**src/rtl/cnf_pkg.sv**
```systemverilog
// Shared types and constants for the CNF clause evaluator: literal and
// clause encodings, the evaluator FSM states and the formula table.
package cnf_pkg;

  localparam int NUM_VARS     = 3;
  localparam int NUM_CLAUSES  = 4;
  localparam int NUM_FORMULAS = 4;
  localparam int LITS         = 3;

  localparam int VAR_W = $clog2(NUM_VARS);
  localparam int SEL_W = $clog2(NUM_FORMULAS);
  localparam int CNT_W = $clog2(NUM_CLAUSES);
  // Assignment zero-extended to every index a var_idx field can hold, so
  // out-of-range variables read as 0 without a separate range check.
  localparam int PAD_W = 1 << VAR_W;

  typedef struct packed {
    logic             en;
    logic             neg;
    logic [VAR_W-1:0] var_idx;
  } literal_t;

  typedef literal_t [0:LITS-1]        clause_t;
  typedef clause_t  [0:NUM_CLAUSES-1] formula_t;

  typedef enum logic [1:0] {
    IDLE = 2'd0,
    EVAL = 2'd1,
    RESP = 2'd2
  } state_t;

  // Variable A is the assignment MSB, C the LSB; index 3 is out of range.
  localparam literal_t LIT_OFF = '{1'b0, 1'b0, VAR_W'(0)};
  localparam literal_t POS_A   = '{1'b1, 1'b0, VAR_W'(2)};
  localparam literal_t NEG_A   = '{1'b1, 1'b1, VAR_W'(2)};
  localparam literal_t POS_B   = '{1'b1, 1'b0, VAR_W'(1)};
  localparam literal_t NEG_B   = '{1'b1, 1'b1, VAR_W'(1)};
  localparam literal_t POS_C   = '{1'b1, 1'b0, VAR_W'(0)};
  localparam literal_t NEG_C   = '{1'b1, 1'b1, VAR_W'(0)};
  localparam literal_t POS_X   = '{1'b1, 1'b0, VAR_W'(3)};
  localparam literal_t NEG_X   = '{1'b1, 1'b1, VAR_W'(3)};

  // (A|B|C) & (~A|B) & (~B|C) & (~A|~C)
  localparam formula_t FORMULA_0 = '{
    '{POS_A, POS_B, POS_C},
    '{NEG_A, POS_B, LIT_OFF},
    '{NEG_B, POS_C, LIT_OFF},
    '{NEG_A, NEG_C, LIT_OFF}
  };
  // (A|~B|X) & (B|C) & (~X) & (~A|~B|~C)
  localparam formula_t FORMULA_1 = '{
    '{POS_A, NEG_B, POS_X},
    '{POS_B, POS_C, LIT_OFF},
    '{NEG_X, LIT_OFF, LIT_OFF},
    '{NEG_A, NEG_B, NEG_C}
  };
  // (A) & (~A|C) & (X|B) & (~C|B|~A)
  localparam formula_t FORMULA_2 = '{
    '{POS_A, LIT_OFF, LIT_OFF},
    '{NEG_A, POS_C, LIT_OFF},
    '{POS_X, POS_B, LIT_OFF},
    '{NEG_C, POS_B, NEG_A}
  };
  // Every literal disabled: every clause is false.
  localparam formula_t FORMULA_3 = '0;

  // OR of the enabled literals of one clause under the given assignment.
  function automatic logic clause_value(clause_t c, logic [NUM_VARS-1:0] a);
    logic [PAD_W-1:0] padded;
    logic             v;
    padded = PAD_W'(a);
    v      = 1'b0;
    for (int i = 0; i < LITS; i++) begin
      v = v | (c[i].en & (padded[c[i].var_idx] ^ c[i].neg));
    end
    return v;
  endfunction

endpackage

```
**src/rtl/cnf_formula_rom.sv**
```systemverilog
// Combinational formula table: (sel, clause_idx) -> clause.
module cnf_formula_rom
  import cnf_pkg::*;
(
  input  logic [SEL_W-1:0] sel,
  input  logic [CNT_W-1:0] clause_idx,
  output clause_t          clause
);

  // Select one clause of the addressed formula.
  always_comb begin
    // NOTE: default assignment first so no path leaves clause unassigned (no latch).
    clause = '0;
    case (sel)
      SEL_W'(0): clause = FORMULA_0[clause_idx];
      SEL_W'(1): clause = FORMULA_1[clause_idx];
      SEL_W'(2): clause = FORMULA_2[clause_idx];
      SEL_W'(3): clause = FORMULA_3[clause_idx];
      default:   clause = '0;
    endcase
  end

endmodule

```
**src/rtl/cnf_clause_evaluator.sv**
```systemverilog
// Sequential CNF evaluator: accepts an assignment, scans the selected
// formula one clause per clock and returns SAT/UNSAT plus the first
// falsified clause. Optional macro EARLY_EXIT_EN ends the scan at the
// first false clause; results are identical either way.
module cnf_clause_evaluator
  import cnf_pkg::*;
(
  input  logic                clk,
  input  logic                reset,
  input  logic [SEL_W-1:0]    sel,
  input  logic                req_valid,
  output logic                req_ready,
  input  logic [NUM_VARS-1:0] assign_in,
  output logic                resp_valid,
  input  logic                resp_ready,
  output logic                resp_sat,
  output logic [CNT_W-1:0]    resp_fail_idx,
  output logic [15:0]         sat_count
);

  state_t              state, state_next;
  logic [CNT_W-1:0]    cnt;
  logic [SEL_W-1:0]    sel_q;
  logic [NUM_VARS-1:0] assign_q;
  logic                fail_seen;
  clause_t             clause;
  logic                clause_true;
  logic                last_clause;
  logic                accept;
  logic                complete;

  cnf_formula_rom u_rom (
    .sel        (sel_q),
    .clause_idx (cnt),
    .clause     (clause)
  );

  assign clause_true = clause_value(clause, assign_q);
  assign last_clause = (cnt == CNT_W'(NUM_CLAUSES - 1));
  assign accept      = (state == IDLE) && req_valid;
  assign complete    = (state == RESP) && resp_ready;
  assign resp_sat    = (state == RESP) && !fail_seen;

  // State register.
  always_ff @(posedge clk) begin
    // NOTE: sequential state uses non-blocking assignments so every flop samples pre-edge values.
    if (reset) state <= IDLE;
    else       state <= state_next;
  end

  // Next-state and handshake outputs.
  always_comb begin
    state_next = state;
    req_ready  = 1'b0;
    resp_valid = 1'b0;
    unique case (state)
      IDLE: begin
        req_ready = 1'b1;
        if (req_valid) state_next = EVAL;
      end
      EVAL: begin
`ifdef EARLY_EXIT_EN
        if (!clause_true || last_clause) state_next = RESP;
`else
        if (last_clause) state_next = RESP;
`endif
      end
      RESP: begin
        resp_valid = 1'b1;
        if (resp_ready) state_next = IDLE;
      end
      default: state_next = IDLE;
    endcase
  end

  // Request capture, clause scan bookkeeping and the SAT counter.
  always_ff @(posedge clk) begin
    if (reset) begin
      sel_q         <= '0;
      assign_q      <= '0;
      cnt           <= '0;
      fail_seen     <= 1'b0;
      resp_fail_idx <= '0;
      sat_count     <= '0;
    end else begin
      if (accept) begin
        sel_q         <= sel;
        assign_q      <= assign_in;
        cnt           <= '0;
        fail_seen     <= 1'b0;
        resp_fail_idx <= '0;
      end
      if (state == EVAL) begin
        cnt <= cnt + 1'b1;
        // Only the first false clause is recorded.
        if (!clause_true && !fail_seen) begin
          fail_seen     <= 1'b1;
          resp_fail_idx <= cnt;
        end
      end
      if (complete && !fail_seen && (sat_count != 16'hFFFF)) begin
        sat_count <= sat_count + 16'd1;
      end
    end
  end

endmodule

```
**config.mk**
```make
export PLATFORM = sky130hd
export DESIGN_NAME = cnf_clause_evaluator
export DESIGN_NICKNAME = d
export VERILOG_FILES = /design/src/rtl/cnf_pkg.sv /design/src/rtl/cnf_formula_rom.sv /design/src/rtl/cnf_clause_evaluator.sv
export SDC_FILE = /design/constraint.sdc
export NUM_CORES = 1
export LEC_CHECK = 0
export CAP_MARGIN = 0
export CORE_UTILIZATION = 55
export DETAILED_ROUTE_END_ITERATION = 10
export DONT_BUFFER_PORTS = 1
export GPL_ROUTABILITY_DRIVEN = 1
export GPL_TIMING_DRIVEN = 0
export PLACE_DENSITY_LB_ADDON = 0.05
export SYNTH_ARGS = -nofsm -noshare
export SYNTH_HDL_FRONTEND = slang
export SYNTH_SLANG_ARGS = --single-unit
```
**constraint.sdc**
```tcl
create_clock -name clk -period 5.8 [get_ports clk]
set_input_delay 1.74 -clock clk [delete_from_list [all_inputs] [get_ports clk]]
set_output_delay 1.74 -clock clk [all_outputs]
set_load 0.1 [all_outputs]
```
==> results by group, run 1 <==
Run status
  – Status: finished, final reports clean

Placement
  – Number of buffers inserted by port buffering: 0
  – Routability Congestion: between 0.8 and 0.9
  – Detailed Place HPWL: 2630 um
  – Worst slack at placement: 2.75 ns

Yosys
  – Cell with the most instances after synthesis: sky130_fd_sc_hd__nor2_1
  – Top cells by area, synth: sky130_fd_sc_hd__dfxtp_1 34%, sky130_fd_sc_hd__nor2_1 7.1%, sky130_fd_sc_hd__ha_1 6.1%
  – Post-synthesis area per instance: 8.70 sq um
  – Mapped Area: around 1600 sq um
  – Syn. warnings: 0
  – Cell accounting for the most synthesized area: sky130_fd_sc_hd__dfxtp_1
  – Post-synth net total: between 200 and 250
  – Syn Inst Count: between 150 and 200
  – Yosys reg bits: 28
  – Sequential element share of the synthesized area: 34.4%
  – List of most frequent post-synthesis cells: 31 x sky130_fd_sc_hd__nor2_1, 28 x sky130_fd_sc_hd__dfxtp_1, 10 x sky130_fd_sc_hd__nand2_1, 10 x sky130_fd_sc_hd__nand3_1, 10 x sky130_fd_sc_hd__xor2_1
  – Share of synthesized registers carrying an async set or reset: 0%
  – Most used DFF post-synth: sky130_fd_sc_hd__dfxtp_1
  – Proportion of netlist area held by the largest area contributor: roughly 34%
  – Number of flops mapped to enable cells by yosys: 0
  – Count of different cell masters after synthesis: 47

CTS
  – Clk buf depth: 2
  – Clock tree from TritonCTS: done
  – Clock latency reported for the late side of the worst-skew pair: ~0.33 ns
  – Level count of the clock H-tree: 1
  – Root buffer selected by CTS: sky130_fd_sc_hd__clkbuf_4
  – Number of buffers added for setup after CTS: 0
  – Hold bufs inserted after CTS: 0
  – Clock-pin slew on the worst setup and hold paths: 0.15 ns
  – Total CTS buffers: 3
  – CTS sink cnt: 28
  – Cells resized by post-CTS repair: 0

Global route
  – Vias in the first global route: ~1300
  – GRT Residual Overflow: 0
  – Initial antenna violation count: 0
  – Gr usage total: approximately 22%
  – Pin count of the biggest net entering global routing: 17
  – Global-route wire length before repair: ~5700 um

Cells and area
  – Growth of design area from synthesis to finish: 9.30%
  – Number of fillers in the final layout: 255
  – Share of layout cells above drive strength 1: 9.74%
  – Number of antenna diodes: 0
  – Net count of the finished layout: approximately 210
  – Post-Route Utilization: between 60% and 70%

STA
  – Worst Max-Slew Pin Slew: roughly 1.1 ns
  – Count of final hold-check violations: 0
  – Number of pins with negative max-slew slack in the final report: 0
  – Worst clock skew: about 0.010 ns
  – RSZ-0062 raised after global routing: false
  – FMAX: just under 300 MHz
  – Final min period: about 3.4 ns
  – Final sum of negative setup slack: 0 ns
  – Ratio of final minimum period to clock period: around three fifths
  – Final setup violation count: 0
  – Worst hold slack across all endpoints: approximately 0.57 ns
  – Max transition margin: a little over a quarter
  – Post-layout worst setup margin: approximately 2.4 ns

Critical path
  – Worst stage delay on the critical path: between 0.9 and 1 ns
  – Standard cell with the maximum stage delay on the critical path: sky130_fd_sc_hd__nor2b_2
  – End point of the critical path: resp_valid
  – Number of buffer and inverter instances along the worst setup path: 0
  – Worst setup path category: flop to primary output
  – Origin of the worst setup path: state[1]
  – Worst endpoint data arrival time: between 1.5 and 2 ns
  – Delay-heaviest family, CP: simple AND/OR/NAND/NOR gates
  – Path length in cells of the critical path: 1
  – Critical R2R Launch: sat_count[8]
  – CP required: 4.06 ns
  – Flop-to-flop setup slack: between 3 and 4 ns
  – Sort of element at the start of the critical path: flop
  – Cell Chain, Critical Path: nor2b_2
  – Worst r2r dst: sat_count[5]
  – R2R depth: 6
  – Critical path endpoint category: primary output
  – Highest fanout seen on the critical path: 7

Drt
  – DRC errors left: 0
  – Routed wire length per instance: 14.8 um
  – Routed vias/inst: slightly below 6
  – Length of routed met2 wiring: around 1800 um
  – First DRT Iteration DRCs: between 40 and 50
  – WL final: about 3300 um
  – Vias after detailed routing: 1337
  – Top layer used by detailed routing: met4
  – Antenna-violating nets left: 0
  – Total iterations of the first detailed-routing run: 4
  – Met1 Routed Length: about 1400 um
  – Met3 wire len: about 110 um

Flow run
  – Maxcap violations: 0

Die
  – IO Pins: 30
  – Core Rows: 19
  – Effective utilization at floorplan: about three fifths
  – Total Die Area: 3180 sq um
  – Die boundary height: 56.4 um
  – Die extent in x: about 56 um
  – Area inside the core boundary: between 2000 and 3000 sq um

Power
  – Total leakage power: slightly below 0.7 nW
  – VDD IR max: about 0.00014 V
  – Power per cell area: roughly 220 nW/um^2

Worst hold path
  – Hold WC Path Type: flop to flop
-- metrics by stage --
| step | power (mW) | cells | instance area, sq um |
|---|---|---|---|
| finish | 0.384 | 226 | 1780 |
| detailed placement | 0.262 | 222 | 1730 |
| floorplan | 0.249 | 187 | 1630 |
| CTS | 0.388 | 226 | 1780 |
| global placement | 0.256 | 218 | 1670 |
| global route | 0.400 | 226 | 1780 |
-- worst min-delay path, stage by stage, from the launching register on --
cell,delay [ns]
sky130_fd_sc_hd__dfxtp_1,0.39
sky130_fd_sc_hd__mux2i_1,0.08
sky130_fd_sc_hd__nor2_1,0.07
-- cell type report --
type | instances | area, sq um | share of cell area (%)
multi-input cells | 145 | 1010 | 56.8
flip-flops and latches | 28 | 561 | 31.5
repair buffers | 4 | 50.0 | 2.81
plain buffers | 8 | 43.8 | 2.46
well taps | 31 | 38.8 | 2.18
clock inverters | 1 | 30.0 | 1.69
clock buffers | 3 | 22.5 | 1.27
inverters | 6 | 22.5 | 1.27
-- cell usage in the layout, fill, tap and decap left out, types with 2 or more instances in the layout --
master / count
sky130_fd_sc_hd__nor2_1: 30
sky130_fd_sc_hd__dfxtp_1: 28
sky130_fd_sc_hd__nand3_1: 10
sky130_fd_sc_hd__xor2_1: 10
sky130_fd_sc_hd__nand2_1: 10
sky130_fd_sc_hd__mux2i_1: 9
sky130_fd_sc_hd__ha_1: 8
sky130_fd_sc_hd__a21oi_1: 7
sky130_fd_sc_hd__inv_1: 6
sky130_fd_sc_hd__and4_1: 5
sky130_fd_sc_hd__xnor2_1: 4
sky130_fd_sc_hd__nand2b_1: 4
sky130_fd_sc_hd__nor2b_1: 4
sky130_fd_sc_hd__clkbuf_1: 3
sky130_fd_sc_hd__and2_1: 3
sky130_fd_sc_hd__nand4_1: 3
sky130_fd_sc_hd__a22oi_1: 3
sky130_fd_sc_hd__o21ai_0: 3
sky130_fd_sc_hd__buf_1: 3
sky130_fd_sc_hd__clkbuf_4: 3
sky130_fd_sc_hd__and3_1: 2
sky130_fd_sc_hd__buf_2: 2
sky130_fd_sc_hd__o31ai_1: 2
sky130_fd_sc_hd__mux2_4: 2
sky130_fd_sc_hd__o21a_1: 2
-- sequential cells by signal, summed over array words and instances (netlist names) --
signal / count
assign_q: 3
sat_count: 16
sel_q: 2
resp_fail_idx: 2
fail_seen: 1
state: 2
cnt: 2
-- cell families (layout without fill, tap and decap cells) --
group | after synthesis | count (layout) | share of synthesized area [%]
AOI/OAI and AO/OA | 31 | 31 | 14.7
buffers and inverters | 14 | 22 | 4.07
adders and majority gates | 8 | 8 | 6.15
muxes | 11 | 11 | 7.38
xor gates and xnor gates | 14 | 14 | 7.53
and+or+nand+nor | 81 | 81 | 25.7
DFF | 28 | 28 | 34.4
-- power breakdown --
group | total (mW) | switching (mW) | internal [mW]
logic | 0.0536 | 0.0292 | 0.0243
registers | 0.205 | 0.00796 | 0.197
clock network | 0.126 | 0.0559 | 0.0699
-- metal layers --
metal  vias to the layer above  track usage (%)
li1                        671                -
met5                         -                0
met4                         0             7.67
met3                         4             4.84
met2                        23             43.2
met1                       639             23.7
-- worst min path at each step --
stage / cells after the start / end / slack (ns) / from
finish: 2 / assign_q[2] / 0.57 / assign_q[2]
global route: 2 / assign_q[2] / 0.60 / assign_q[2]
CTS: 1 / state[0] / 0.55 / state[1]
detailed placement: 1 / state[0] / 0.54 / state[1]
global placement: 1 / state[0] / 0.51 / state[1]
floorplan: 2 / assign_q[2] / 0.48 / assign_q[2]
No activity file was read; power rests on OpenSTA's default activity.
==> inputs of run 2 (changes only) <==
- clock period: 5.8 -> 3.3 ns (I/O delays scaled with it)
==> run 2 against run 1 <==
First-iteration DRC count grew 67%. Non-clock buffer count increased by 2. Largest cell class unchanged. Routed wire length rose by 1.6%. Critical path depth rose by 5. Critical endpoint is now sat_count[5]. Cell area is 2.8% higher.
==> results by group, run 2 (same netlist as run 1, synthesis figures left out) <==
Cells and area
  – Register name with the most flops: sat_count
  – Number of antenna diodes: 0
  – Net count of the finished layout: 215
  – Share of layout cells above drive strength 1: about a tenth
  – Growth of design area from synthesis to finish: 12.4%
  – Most common cell after layout, fill and taps aside: sky130_fd_sc_hd__nor2_1
  – Post-Route Utilization: approximately 66%
  – Non-Filler Instances: roughly 230
  – Largest register FFs: 16
  – Most frequent cells in the layout: 30 x sky130_fd_sc_hd__nor2_1, 28 x sky130_fd_sc_hd__dfxtp_1, 10 x sky130_fd_sc_hd__nand3_1, 10 x sky130_fd_sc_hd__xor2_1, 10 x sky130_fd_sc_hd__nand2_1
  – Post-Layout Inst Area: ~1800 sq um
  – Number of fillers in the final layout: 236
  – Largest registers: sat_count: 16 flops, assign_q: 3 flops

Critical path
  – Cell Chain, Critical Path: and4_1 > nand3_1 > o31a_1 > nand3_1 > xor2_1 > nor2_1
  – Critical path endpoint category: flop
  – Worst setup path category: flop to flop
  – CP required: approximately 3.5 ns
  – Number of buffer and inverter instances along the worst setup path: 0
  – Sort of element at the start of the critical path: flop
  – Origin of the worst setup path: sat_count[8]
  – Worst endpoint data arrival time: around 2.9 ns
  – Flop-to-flop setup slack: 0.62 ns
  – Critical R2R Launch: sat_count[8]
  – Delay-heaviest family, CP: flip-flops
  – Highest fanout seen on the critical path: 6
  – R2R depth: 6
  – Worst stage delay on the critical path: about 1.1 ns
  – Worst r2r dst: sat_count[5]
  – Standard cell with the maximum stage delay on the critical path: sky130_fd_sc_hd__dfxtp_1
  – Cell occurring most often along the worst timing path: sky130_fd_sc_hd__nand3_1

Placement
  – Worst slack at placement: between 0.6 and 0.7 ns
  – Cell Count Post-Placement: about 220
  – Routability Congestion: about 0.84
  – Detailed Place HPWL: about 2600 um
  – Number of buffers inserted by port buffering: 0
  – Cell area after placement: 1780 sq um

Power
  – VDD IR max: 0.000367 V
  – Total leakage power: between 0.6 and 0.7 nW
  – Overall power after layout: between 0.6 and 0.7 mW
  – Power per cell area: 370 nW/um^2

Worst hold path
  – Cell count of the worst hold path: 2
  – Launch point of the worst hold path: assign_q[2]
  – Hold WC Path Type: flop to flop
  – Hold EP: assign_q[2]

Global route
  – Initial antenna violation count: 0
  – Gr usage total: approximately 22%
  – GRT Residual Overflow: 0
  – Vias in the first global route: around 1200
  – Pin count of the biggest net entering global routing: 17
  – Global-route wire length before repair: 5710 um

STA
  – Number of pins with negative max-slew slack in the final report: 0
  – FMAX: about 370 MHz
  – Worst Max-Slew Pin Slew: roughly 1.1 ns
  – Count of final hold-check violations: 0
  – RSZ-0062 raised after global routing: false
  – Worst clock skew: around 0.019 ns
  – Max transition margin: between 20% and 30%
  – Final setup violation count: 0
  – Final min period: approximately 2.7 ns
  – Post-layout worst setup margin: between 0.6 and 0.7 ns
  – Worst hold slack across all endpoints: approximately 0.57 ns
  – Ratio of final minimum period to clock period: approximately four fifths
  – Final sum of negative setup slack: 0 ns

CTS
  – Clock-pin slew on the worst setup and hold paths: 0.16 ns
  – Clk buf depth: 2
  – Hold bufs inserted after CTS: 0
  – Level count of the clock H-tree: 1
  – Clock tree from TritonCTS: done
  – Total CTS buffers: 3
  – Cells resized by post-CTS repair: 0
  – Clock latency reported for the late side of the worst-skew pair: roughly 0.33 ns
  – Root buffer selected by CTS: sky130_fd_sc_hd__clkbuf_4
  – Number of buffers added for setup after CTS: 0
  – CTS sink cnt: 28

Drt
  – First DRT Iteration DRCs: 75
  – WL final: 3390 um
  – Routed vias/inst: between 5 and 6
  – Routed wire length per instance: roughly 15 um
  – Vias after detailed routing: 1354
  – DRC errors left: 0
  – Antenna-violating nets left: 0
  – Total iterations of the first detailed-routing run: 4

Die
  – IO Pins: 30
  – Die boundary height: between 50 and 60 um
  – Core Rows: 19
  – Die extent in x: 56.4 um
  – Total Die Area: 3180 sq um
  – Area inside the core boundary: 2780 sq um
  – Effective utilization at floorplan: about three fifths

Flow run
  – Maxcap violations: 0

Run status
  – Status: finished, final reports clean
-- run 2: cell count changes in the layout (fill, tap and decap cells not counted) --
cell	change
sky130_fd_sc_hd__buf_1	+1
sky130_fd_sc_hd__nor3b_2	-1
sky130_fd_sc_hd__buf_8	-1
sky130_fd_sc_hd__nor3b_4	+1
sky130_fd_sc_hd__buf_16	+2
-- run 2: layer usage --
| layer | global-route usage [%] | routed length (um) | share of wire [%] | up-vias |
|---|---|---|---|---|
| met4 | 8.36 | 45 | 1.3 | 0 |
| met5 | 0 | 0 | 0 | - |
| met1 | 26.9 | 1490 | 44 | 647 |
| met2 | 39.1 | 1750 | 52 | 21 |
| li1 | - | - | - | 680 |
| met3 | 5.30 | 111 | 3.3 | 6 |
-- run 2: report_power, final --
part	switching [mW]	internal, mW	total (mW)
Clock	0.0981	0.123	0.221
Combinational	0.0515	0.0431	0.0946
Sequential	0.0149	0.346	0.361
Total	0.165	0.512	0.676
-- run 2: worst register-to-register path: stages, from the launching register on --
cell and delay (ns):
sky130_fd_sc_hd__dfxtp_1 1.09, sky130_fd_sc_hd__and4_1 0.46, sky130_fd_sc_hd__nand3_1 0.18, sky130_fd_sc_hd__o31a_1 0.46, sky130_fd_sc_hd__nand3_1 0.13, sky130_fd_sc_hd__xor2_1 0.18, sky130_fd_sc_hd__nor2_1 0.06
-- run 2: how the worst max path moves through the flow --
stage                               end  slack [ns]  cells past startpoint
final                      sat_count[5]        0.62                      6
after global routing       sat_count[3]        0.51                      6
after CTS                  sat_count[5]        0.63                      6
after detailed placement   sat_count[5]        0.68                      6
after global placement    sat_count[13]        0.43                      6
after floorplan              resp_valid        0.54                      1
-- run 2: area by class of cell --
class | instances | area, sq um | share of cell area, %
Tap cell | 31 | 38.8 | 2.12
Timing Repair Buffer | 6 | 93.8 | 5.13
Buffer | 8 | 43.8 | 2.39
Multi-Input combinational cell | 145 | 1020 | 55.6
Sequential cell | 28 | 561 | 30.6
Clock inverter | 1 | 30.0 | 1.64
Inverter | 6 | 22.5 | 1.23
Clock buffer | 3 | 22.5 | 1.23
